### src/rtl/peri_gpio_tlul.sv
// TL-UL GPIO output register block: DATA_OUT with set/clear/toggle aliases.
// Define GPIO_TLUL_PULSE_EN to add the self-clearing pulse timer.
package tlul_pkg;
  typedef struct packed {
    logic        a_valid;
    logic [2:0]  a_opcode;
    logic [2:0]  a_param;
    logic [1:0]  a_size;
    logic [7:0]  a_source;
    logic [31:0] a_address;
    logic [3:0]  a_mask;
    logic [31:0] a_data;
    logic        d_ready;
  } tl_h2d_t;

  typedef struct packed {
    logic        d_valid;
    logic [2:0]  d_opcode;
    logic [2:0]  d_param;
    logic [1:0]  d_size;
    logic [7:0]  d_source;
    logic        d_sink;
    logic [31:0] d_data;
    logic        d_error;
    logic        a_ready;
  } tl_d2h_t;

  localparam logic [2:0] PutFullData    = 3'h0;
  localparam logic [2:0] PutPartialData = 3'h1;
  localparam logic [2:0] Get            = 3'h4;
  localparam logic [2:0] AccessAck      = 3'h0;
  localparam logic [2:0] AccessAckData  = 3'h1;
endpackage

module peri_gpio_tlul
  import tlul_pkg::*;
#(
  parameter int          NumGpio    = 32,
  parameter logic [31:0] ResetValue = 32'h0,
  parameter int          CntWidth   = 16
) (
  input  logic               clk_i,
  input  logic               rst_i,
  input  tl_h2d_t            tl_i,
  output tl_d2h_t            tl_o,
  output logic [NumGpio-1:0] gpio_o,
  output logic               pulse_done_o
);

  localparam logic [31:0] GMask = 32'hFFFF_FFFF >> (32 - NumGpio);

  logic [4:0]  off;
  logic [31:0] bm;
  logic [31:0] wd;
  logic        is_get;
  logic        is_put;
  logic        sel_data;
  logic        sel_set;
  logic        sel_clr;
  logic        sel_tog;
  logic        sel_msk;
  logic        sel_cnt;
  logic        err;
  logic        a_ready;
  logic        acc;
  logic        wr;

  logic        rsp_valid;
  logic [2:0]  rsp_opcode;
  logic [1:0]  rsp_size;
  logic [7:0]  rsp_source;
  logic [31:0] rsp_data;
  logic        rsp_error;

  logic [31:0] data_q;
  logic [31:0] data_nxt;
  logic [31:0] rdata;
  logic [31:0] pulse_or;
  logic [31:0] pulse_rd;
  logic [31:0] gpio_full;
  logic        unused_bits;

  assign off    = tl_i.a_address[4:0];
  assign bm     = {{8{tl_i.a_mask[3]}}, {8{tl_i.a_mask[2]}},
                   {8{tl_i.a_mask[1]}}, {8{tl_i.a_mask[0]}}};
  assign wd     = tl_i.a_data & bm;
  assign is_get = tl_i.a_opcode == Get;
  assign is_put = tl_i.a_opcode == PutFullData ||
                  tl_i.a_opcode == PutPartialData;

  assign sel_data = off == 5'h00;
  assign sel_set  = off == 5'h04;
  assign sel_clr  = off == 5'h08;
  assign sel_tog  = off == 5'h0C;

  assign err = !(sel_data || sel_set || sel_clr || sel_tog ||
                 sel_msk || sel_cnt) ||
               off[1:0] != 2'b00 ||
               tl_i.a_size == 2'd3 ||
               !(is_get || is_put);

  assign a_ready = !rsp_valid && !rst_i;
  assign acc     = tl_i.a_valid && a_ready;
  assign wr      = acc && is_put && !err;

  always_comb begin
    data_nxt = data_q;
    unique case (1'b1)
      sel_data: data_nxt = (data_q & ~bm) | wd;
      sel_set:  data_nxt = data_q | wd;
      sel_clr:  data_nxt = data_q & ~wd;
      sel_tog:  data_nxt = data_q ^ wd;
      default:  data_nxt = data_q;
    endcase
    data_nxt = data_nxt & GMask;
  end

  assign rdata = sel_data ? data_q : pulse_rd;

  always_ff @(posedge clk_i or posedge rst_i) begin
    if (rst_i) begin
      data_q <= ResetValue & GMask;
    end else if (wr) begin
      data_q <= data_nxt;
    end
  end

`ifdef GPIO_TLUL_PULSE_EN
  logic [31:0]         mask_q;
  logic [CntWidth-1:0] cnt_q;
  logic [31:0]         cnt_wv;
  logic                cnt_we;
  logic                unused_cnt;

  assign sel_msk    = off == 5'h10;
  assign sel_cnt    = off == 5'h14;
  assign cnt_we     = wr && sel_cnt;
  assign cnt_wv     = (32'(cnt_q) & ~bm) | wd;
  assign unused_cnt = ^cnt_wv;

  // A counter write wins over the decrement of the same cycle.
  always_ff @(posedge clk_i or posedge rst_i) begin
    if (rst_i) begin
      mask_q <= '0;
      cnt_q  <= '0;
    end else begin
      if (wr && sel_msk) begin
        mask_q <= ((mask_q & ~bm) | wd) & GMask;
      end
      if (cnt_we) begin
        cnt_q <= cnt_wv[CntWidth-1:0];
      end else if (cnt_q != '0) begin
        cnt_q <= cnt_q - CntWidth'(1);
      end
    end
  end

  assign pulse_or     = (cnt_q != '0) ? mask_q : '0;
  assign pulse_done_o = (cnt_q == CntWidth'(1)) && !cnt_we;
  assign pulse_rd     = sel_msk ? mask_q :
                        sel_cnt ? 32'(cnt_q) : '0;
`else
  assign sel_msk      = 1'b0;
  assign sel_cnt      = 1'b0;
  assign pulse_or     = '0;
  assign pulse_rd     = '0;
  assign pulse_done_o = 1'b0;
`endif

  always_ff @(posedge clk_i or posedge rst_i) begin
    if (rst_i) begin
      rsp_valid  <= 1'b0;
      rsp_opcode <= '0;
      rsp_size   <= '0;
      rsp_source <= '0;
      rsp_data   <= '0;
      rsp_error  <= 1'b0;
    end else if (acc) begin
      rsp_valid  <= 1'b1;
      rsp_opcode <= is_get ? AccessAckData : AccessAck;
      rsp_size   <= tl_i.a_size;
      rsp_source <= tl_i.a_source;
      rsp_data   <= (is_get && !err) ? rdata : '0;
      rsp_error  <= err;
    end else if (rsp_valid && tl_i.d_ready) begin
      rsp_valid  <= 1'b0;
    end
  end

  always_comb begin
    tl_o          = '0;
    tl_o.d_valid  = rsp_valid;
    tl_o.d_opcode = rsp_opcode;
    tl_o.d_param  = 3'h0;
    tl_o.d_size   = rsp_size;
    tl_o.d_source = rsp_source;
    tl_o.d_sink   = 1'b0;
    tl_o.d_data   = rsp_data;
    tl_o.d_error  = rsp_error;
    tl_o.a_ready  = a_ready;
  end

  assign gpio_full   = data_q | pulse_or;
  assign gpio_o      = gpio_full[NumGpio-1:0];
  assign unused_bits = ^{tl_i.a_param, tl_i.a_address[31:5], gpio_full};

endmodule
### config.mk
export PLATFORM = sky130hd
export DESIGN_NAME = peri_gpio_tlul
export DESIGN_NICKNAME = d
export VERILOG_FILES = /design/src/rtl/peri_gpio_tlul.sv
export SDC_FILE = /design/constraint.sdc
export NUM_CORES = 1
export LEC_CHECK = 0
export BUFFER_PORTS_ARGS = -buffer_cell sky130_fd_sc_hd__buf_2
export CAP_MARGIN = 20
export CORE_UTILIZATION = 30
export DETAILED_ROUTE_END_ITERATION = 16
export MAX_ROUTING_LAYER = met4
export PLACE_DENSITY_LB_ADDON = 0.15
export SLEW_MARGIN = 15
export SYNTH_ARGS = -nofsm -noshare
export SYNTH_HDL_FRONTEND = slang
export SYNTH_SLANG_ARGS = --single-unit
### constraint.sdc
create_clock -name clk_i -period 5.5 [get_ports clk_i]
set_clock_uncertainty 0.2 [all_clocks]
set_input_delay 0.55 -clock clk_i [delete_from_list [all_inputs] [get_ports clk_i]]
set_output_delay 0.55 -clock clk_i [all_outputs]
set_load 0.02 [all_outputs]
==> flow_summary.ini, run 1 <==
[synth]
ys_top_cells_by_count = dfrtp_1 (77), o21ai_0 (49), a22o_1 (40)
yosys.area.top_type_share_pct = 46.48
synth_cells = 409
syn_area_per_cell_um2 = 10.14
synth_edf_count = 0
ys_ff_latch = 77
yosys_warnings = 0
synth-main-ff-cell = dfrtp_1
yosysTopAreaCell = dfrtp_1
synth.most_common_cell = dfrtp_1
synth_area_leaders = dfrtp_1 (46%), ha_1 (9.7%), a22o_1 (8.5%)
synthesis.area_um2 = 4145
synthArstFlopShare_pct = 100.0
yosysSeqAreaShare_pct = 46.48
synth_cell_types = 28

[outcome]
status = complete, no violations

[drt]
routedWlPerCell_um = 16.06
drc = 0
routed_wl_um = 11280
vias_per_cell = 5.097
drt_iter0_drc = 177
vias = 3578
ant_nets = 0
first_pass_iters = 4

[grt]
antenna_found_initial = 0
met1_usage_pct = 20.46
track_usage_pct = 17.07
use_met2_pct = 28.07
grt_pass1_wl_um = 18510
grt_overflow = 0
grt_max_degree = 66
grtUsageMet3_pct = 4.325
grt.busiest_layer = met2
grt_pass1_vias = 3545

[place]
hpwl_um = 7358
place.gp.congestion = 0.7073
io_buffers = 135
placedCellCount = 686

[timing]
rsz0062_at_grt = no
relSlewSlack_pct = 31.11
slew_viol_final = 0
final.min_clock_period_ns = 3.031
hold_viol_final = 0
worst_pin_slew_ns = 1.033
fmax_ghz = 0.3299
setup_tns_ns = 0
period_share_pct = 55.11
setup_viol_count_final = 0

[power_and_ir_drop]
ir_drop_uv = 138.1
p_int_w = 0.001074
pwr-share-comb_pct = 15.5
leakage_nw = 2.608
netSwitchingPower_w = 0.0004019
seqPwrFrac_pct = 42.2
power.density_nw_per_um2 = 283.3
clock_power_share_pct = 42.3
swShare_pct = 27.23

[cts]
cts_buffers = 9
clock-sinks = 77
cts_hold_buffers = 0
cts-htree-levels = 3
post_cts_resized = 0
cts_tree = yes
root_buffer = clkbuf_16
ctsLongestPathBuffers = 2
path_clk_slew_ns = 0.06
post-cts-setup-buffers = 0
clock_latency_ns = 0.34

[layout]
antenna_cells = 0
nets = 641
regArea_um2 = 1927
stdcell_count = 702
layout-drive-gt1-share_pct = 32.70
fin_util_pct = 39.02
multiInputGateArea_um2 = 2023
fillers = 1356
syn2layout_area_growth_pct = 25.66

[floorplanning]
std_cell_rows = 42
die-area_um2 = 14290
core_um2 = 13350
pin_count = 173
die_w_um = 119.5
start_util_pct = 31.06
fp.dieH_um = 119.5

[setup_path]
cp-start-kind = flop
setup.worst_path.class = flop to flop
reg2reg_slack_ns = 2.47
worstPathMaxFanout = 50
endpoint_kind = flop
arrival_ns = 3.06
worstPathRequired_ns = 5.53

[job]
drv_cap = 0

[worst_hold_path]
hold_class = input port to async pin
==> placed cells by master, fill, tap and decap left out, types with 2 or more instances in the layout <==
master,synthesis,routed
nor2_1,25,25
a211oi_1,23,23
or4b_2,1,2
o31ai_1,2,2
nor2b_1,16,16
nand2_1,35,35
clkbuf_16,0,9
clkbuf_8,0,3
conb_1,1,7
a31oi_1,23,23
o21ai_0,49,49
buf_2,9,135
a21oi_1,7,7
inv_1,3,2
dfrtp_1,77,77
nor3_1,3,2
clkinv_2,0,2
o2bb2ai_1,8,8
or2_1,2,2
ha_1,32,32
buf_4,10,5
a22o_1,40,40
mux2_2,10,10
==> state kept, by name (all words and copies together) (netlist names) <==
| register | cells |
|---|---|
| gpio_o | 32 |
| rsp_data | 32 |
| rsp_error | 1 |
| rsp_opcode | 1 |
| rsp_size | 2 |
| rsp_source | 8 |
| rsp_valid | 1 |
==> power groups by stage <==
| stage | sequential [W] | clock [W] | combinational [W] |
|---|---|---|---|
| finish | 0.000623 | 0.000624 | 0.000229 |
| global route | 0.000628 | 0.000668 | 0.000257 |
| CTS | 0.000623 | 0.000640 | 0.000234 |
| detailed placement | 0.000634 | 0 | 0.000233 |
| global placement | 0.000632 | 0 | 0.000226 |
| floorplan | 0.000669 | 0 | 0.000116 |
==> logic make-up (layout without fill, tap and decap cells) <==
| logic type | Yosys count | in the layout | share of synthesized area [%] |
|---|---|---|---|
| DFF | 77 | 77 | 46.48 |
| other | 1 | 7 | 0.09047 |
| and+or+nand+nor | 88 | 88 | 10.38 |
| adders and majority gates | 32 | 32 | 9.659 |
| muxes | 11 | 11 | 2.958 |
| buffers and inverters | 48 | 159 | 5.523 |
| AOI/OAI and AO/OA | 152 | 152 | 24.90 |
==> path summary, 6_finish.rpt <==
path,from,to,cells past startpoint
max,rsp_valid,gpio_o[28],5
min,rst_i,rsp_opcode[0],2
max reg2reg,rsp_valid,gpio_o[28],5
min reg2reg,rsp_error,rsp_error,2
max in group asynchronous,rst_i,rsp_source[1],3
min in group clk_i,tl_i[0],rsp_valid,2
==> cell type report <==
type	count	area share, %
Clock buffer	13	5.189
Clock inverter	3	0.8167
Inverter	3	0.2402
Multi-Input combinational cell	290	38.84
Sequential cell	77	36.99
Tap cell	176	4.228
Timing Repair Buffer	140	13.69
==> metal layers <==
metal | vias up | share of wire [%]
met2 | 98 | 49
li1 | 1722 | -
met1 | 1746 | 45
met5 | - | 0
met4 | 0 | 1.3
met3 | 12 | 4.9
==> critical path, cell delays in order, from the launching register on <==
cell	delay, ns
dfrtp_1	0.40
or3b_2	0.44
buf_4	0.33
nand4bb_4	0.70
or2_1	0.56
a22o_1	0.28
==> per-stage QoR <==
stage	worst slack (ns)	hold WS (ns)	total power, W	area, um2
CTS	2.440	0.1153	0.001497	5209
detailed placement	2.130	0.2703	0.0008671	4896
global placement	2.174	0.2623	0.0008573	4896
finish	2.469	0.09779	0.001476	5209
floorplan	2.783	0.2510	0.0007851	4168
global route	2.280	0.1457	0.001553	5209
Note: power is estimated with default switching activity, not from simulation.
==> inputs of run 2 (changes only) <==
==> constraint.sdc (replaced) <==
create_clock -name clk_i -period 2.5 [get_ports clk_i]
set_clock_uncertainty 0.2 [all_clocks]
set_input_delay 0.25 -clock clk_i [delete_from_list [all_inputs] [get_ports clk_i]]
set_output_delay 0.25 -clock clk_i [all_outputs]
set_load 0.02 [all_outputs]
==> run 2 against run 1 <==
Against the previous run:
- hold slack lost 0.083 ns
- register-to-register slack lost 2.2 ns
- total power grew 110%
- largest cell class unchanged
- global-route usage grew 0.43 points
- clock power grew 94%
- clock-buffer cell count shrank 1
- sequential power grew 120%
- sequential share of layout area shrank 1.1 points
- via count grew 2.5%
- final area grew 3.2%
- largest power group is now registers
- highest routed layer unchanged
- utilization grew 1.2 points
==> flow_summary.ini, run 2 (synthesized netlist as in run 1, its figures left out) <==
[layout]
regArea_um2 = 1927
multiInputGateArea_um2 = 2023
nets = 661
fillers = 1350
syn2layout_area_growth_pct = 29.64
layout_common_cells = buf_2 (135), dfrtp_1 (77), o21ai_0 (49), a22o_1 (40), nand2_1 (35)
layout-drive-gt1-share_pct = 32.54
antenna_cells = 0
stdcell_count = 720
final_common_cell = buf_2

[cts]
post-cts-setup-buffers = 0
cts-htree-levels = 3
root_buffer = clkbuf_16
cts_tree = yes
ctsLongestPathBuffers = 2
path_clk_slew_ns = 0.06
cts_buffers = 9
clock_latency_ns = 0.34
clock-sinks = 77

[place]
hpwl_um = 7587
io_buffers = 135
placedCellCount = 693
place.gp.congestion = 0.7044

[power_and_ir_drop]
ir_drop_uv = 368.2
leakage_nw = 2.687
power.density_nw_per_um2 = 579.8

[drt]
drt_iter0_drc = 197
drc = 0
first_pass_iters = 4
routedWlPerCell_um = 16.03
ant_nets = 0
vias_per_cell = 5.093
vias = 3667
routed_wl_um = 11540

[setup_path]
cp-start-kind = input port
worstPathRequired_ns = 2.52
worstPathMaxFanout = 8
setup.worst_path.class = input port to flop
arrival_ns = 2.46
endpoint_kind = flop

[floorplanning]
die-area_um2 = 14290
std_cell_rows = 42
start_util_pct = 31.06
fp.dieH_um = 119.5
core_um2 = 13350
die_w_um = 119.5
pin_count = 173

[grt]
track_usage_pct = 17.51
grt_pass1_vias = 3661
antenna_found_initial = 0
grt_max_degree = 60
grt_pass1_wl_um = 19080
grt_overflow = 0

[timing]
finalHoldWorstSlack_ns = 0.01479
relSlewSlack_pct = 65.98
setup_tns_ns = 0
setup_viol_count_final = 0
final.min_clock_period_ns = 2.436
worst_pin_slew_ns = 0.5103
hold_viol_final = 0
slew_viol_final = 0
fmax_ghz = 0.4104
rsz0062_at_grt = yes
period_share_pct = 97.46

[job]
drv_cap = 0

[worst_hold_path]
hold_class = input port to flop

[outcome]
status = complete, no violations
-- run 2: cell type report --
| type | count | area share, % |
|---|---|---|
| flip-flops and latches | 77 | 35.86 |
| clock buffers | 12 | 4.773 |
| multi-input cells | 290 | 37.65 |
| well taps | 176 | 4.098 |
| clock inverters | 2 | 0.1863 |
| repair buffers | 160 | 17.21 |
| inverters | 3 | 0.2328 |
-- run 2: layer usage --
layer	vias up	global-route usage [%]	share of wire (%)
met5	-	-	0
met4	0	5.469	1.0
met3	7	4.278	5.6
met2	101	28.79	49
met1	1804	21.15	45
li1	1755	-	-
-- run 2: stage by stage --
step           setup slack, ns  util [%]  instance area [um2]  power, W
3_5_place_dp            0.2710     37.26                 4974  0.001916
3_3_place_gp            0.2833     37.26                 4974  0.001896
6_report               0.06357     40.26                 5374  0.003116
5_1_grt               -0.01181     40.26                 5374  0.003279
4_1_cts                0.07921     40.23                 5370  0.003165
2_1_floorplan          0.08332         -                 4168  0.001727
-- run 2: repair_timing --
action,CTS,global route
hold buffers,13,0
gates resized for setup,0,1
setup endpoints to repair,0,22
hold endpoints to repair,30,0
-- run 2: final timing paths --
| path | startpoint | end | slack (ns) | cells past startpoint |
|---|---|---|---|---|
| worst min-delay path | tl_i[82] | rsp_opcode[0] | 0.01 | 3 |
| max in group asynchronous | rst_i | gpio_o[19] | 1.20 | 4 |
| min in group asynchronous | rst_i | rsp_source[7] | 0.23 | 3 |
| worst max-delay path | rst_i | gpio_o[27] | 0.06 | 6 |
| worst min register to register | rsp_opcode[0] | rsp_opcode[0] | 0.28 | 2 |
| worst max register to register | rsp_valid | gpio_o[27] | 0.26 | 4 |
-- run 2: worst max-delay path: stages --
cell	delay, ns
dlygate4sd3_1	0.53
buf_2	0.14
or3b_2	0.50
nand4bb_4	0.33
or2_1	0.42
a22o_1	0.29
-- run 2: power by group --
group          internal (W)  leakage, nW  switching (W)  total, W
Clock              0.000712        0.134       0.000501   0.00121
Sequential          0.00132         1.04      0.0000526   0.00137
Combinational      0.000211         1.51       0.000320  0.000531
Total               0.00224         2.69       0.000874   0.00312
==> inputs of run 3 (changes only) <==
==> constraint.sdc (replaced) <==
create_clock -name clk_i -period 2.46 [get_ports clk_i]
set_clock_uncertainty 0.2 [all_clocks]
set_input_delay 0.246 -clock clk_i [delete_from_list [all_inputs] [get_ports clk_i]]
set_output_delay 0.246 -clock clk_i [all_outputs]
set_load 0.02 [all_outputs]
==> run 3 against run 2 <==
Against the previous run:
- global-route usage down 0.57 points
- largest power group unchanged
- critical path type unchanged
- sequential power barely moved
- final cell count unchanged
- critical path depth unchanged
- sequential cell count is the same
- critical endpoint is now gpio_o[30]
- non-clock buffer count is the same
- sequential share of layout area down 0.31 points
- first-iteration DRC count decreased by 27%
==> flow_summary.ini, run 3 (synthesized netlist as in run 1, its figures left out) <==
[worst_hold_path]
min_from = tl_i[84]
holdPathStages = 3
hold_class = input port to flop
min_to = rsp_opcode[0]

[setup_path]
cp.depth = 6
max_stage_delay_ns = 0.53
reg2reg_from = rsp_valid
worstPathMaxFanout = 8
worstPathRequired_ns = 2.48
worstPathCellList = dlygate4sd3_1 > buf_2 > or3b_2 > nand4bb_4 > or2_4 > a22o_1
reg2reg_depth = 4
crit_slowest_cell = dlygate4sd3_1
endpoint_kind = flop
cp-start-kind = input port
setup.worst_path.class = input port to flop
arrival_ns = 2.36
cpLargestDelayFamily = simple AND/OR/NAND/NOR gates
reg2reg_slack_ns = 0.31
crit_buf_inv = 2
reg2reg_to = gpio_o[30]

[drt]
vias_per_cell = 5.083
first_pass_iters = 4
drc = 0
ant_nets = 0
vias = 3660
drt_iter0_drc = 143
routedWlPerCell_um = 15.80
routed_wl_um = 11380

[grt]
track_usage_pct = 16.94
grt_overflow = 0
grt_pass1_vias = 3613
grt_max_degree = 60
grt_pass1_wl_um = 18360
antenna_found_initial = 0

[timing]
finalHoldWorstSlack_ns = 0.03154
slew_viol_final = 0
setup_viol_count_final = 0
hold_viol_final = 0
fmax_ghz = 0.4265
finalWorstSetupSlack_ns = 0.1153
period_share_pct = 95.31
rsz0062_at_grt = no
final.min_clock_period_ns = 2.345
setup_tns_ns = 0

[place]
placed_area_um2 = 4979
hpwl_um = 7566
io_buffers = 135
placedCellCount = 692
place.gp.congestion = 0.7103
pre_cts_ws_ns = 0.2252

[layout]
final_common_cell = buf_2
stdcell_count = 720
nets = 661
antenna_cells = 0
layout-drive-gt1-share_pct = 32.90
layout_common_cells = buf_2 (135), dfrtp_1 (77), o21ai_0 (49), a22o_1 (40), nand2_1 (35)
design_area_um2 = 5420
fillers = 1374
syn2layout_area_growth_pct = 30.76

[cts]
ctsLongestPathBuffers = 2
cts-htree-levels = 3
post-cts-setup-buffers = 0
path_clk_slew_ns = 0.06
clock-sinks = 77
cts_buffers = 9
root_buffer = clkbuf_16
cts_tree = yes
clock_latency_ns = 0.33

[power_and_ir_drop]
power.density_nw_per_um2 = 593.8
ir_drop_uv = 248.7
leakage_nw = 2.705

[floorplanning]
die_w_um = 119.5
start_util_pct = 31.06
core_um2 = 13350
pin_count = 173
fp.dieH_um = 119.5
die-area_um2 = 14290
std_cell_rows = 42

[outcome]
status = complete, no violations

[job]
drv_cap = 0
-- run 3: cell types whose count changed in the layout (fill, tap and decap cells not counted) --
| cell | change |
|---|---|
| buf_4 | -3 |
| clkbuf_8 | +2 |
| or2_1 | -2 |
| or2_4 | +2 |
| buf_12 | +1 |
| buf_8 | +1 |
| clkbuf_1 | -1 |
| clkinv_2 | -1 |
| dlygate4sd3_1 | +1 |
-- run 3: worst min-delay path: stages --
cell	delay [ns]
buf_2	0.12
nand2b_1	0.09
o31ai_1	0.06
-- run 3: worst max-delay path by stage --
stage	end	slack, ns	start
after global placement	gpio_o[31]	0.25	rst_i
after floorplan	gpio_o[0]	0.05	rst_i
after global routing	gpio_o[6]	0.008	rst_i
after CTS	rsp_data[27]	0.04	rst_i
final	gpio_o[30]	0.12	rst_i
after detailed placement	rsp_data[27]	0.23	rst_i
-- run 3: area by class of cell --
cell class	count	area, um2	share of cell area [%]
clock buffers	13	280.3	5.171
clock inverters	1	5.005	0.09234
inverters	3	12.51	0.2308
multi-input cells	290	2028	37.42
flip-flops and latches	77	1927	35.55
well taps	176	220.2	4.063
repair buffers	160	947.2	17.47
-- run 3: stage by stage --
| stage | util, % | total power (W) |
|---|---|---|
| finish | 40.61 | 0.003219 |
| global route | 40.61 | 0.003380 |
| CTS | 40.49 | 0.003268 |
| detailed placement | 37.30 | 0.001947 |
| global placement | 37.30 | 0.001927 |
| floorplan | - | 0.001755 |
-- run 3: routing by layer --
layer	wire (um)	track usage [%]	vias to the layer above	part of all wire [%]
li1	-	-	1763	-
met1	5122	19.98	1784	45
met2	5630	28.50	104	49
met3	476	2.994	9	4.2
met4	146	6.953	0	1.3
met5	0	-	-	0
-- run 3: timing repair --
item / CTS / global route
endpoints found under the setup margin: 0 / 40
endpoints found under the hold margin: 30 / 0
hold buffers: 14 / 0
gates resized for setup: 0 / 5
-- run 3: where the power goes --
part           switching (W)  leakage, nW  internal (W)
clock               0.000504        0.144      0.000781
sequential         0.0000537         1.04       0.00134
combinational       0.000323         1.52      0.000216
total               0.000881         2.71       0.00234
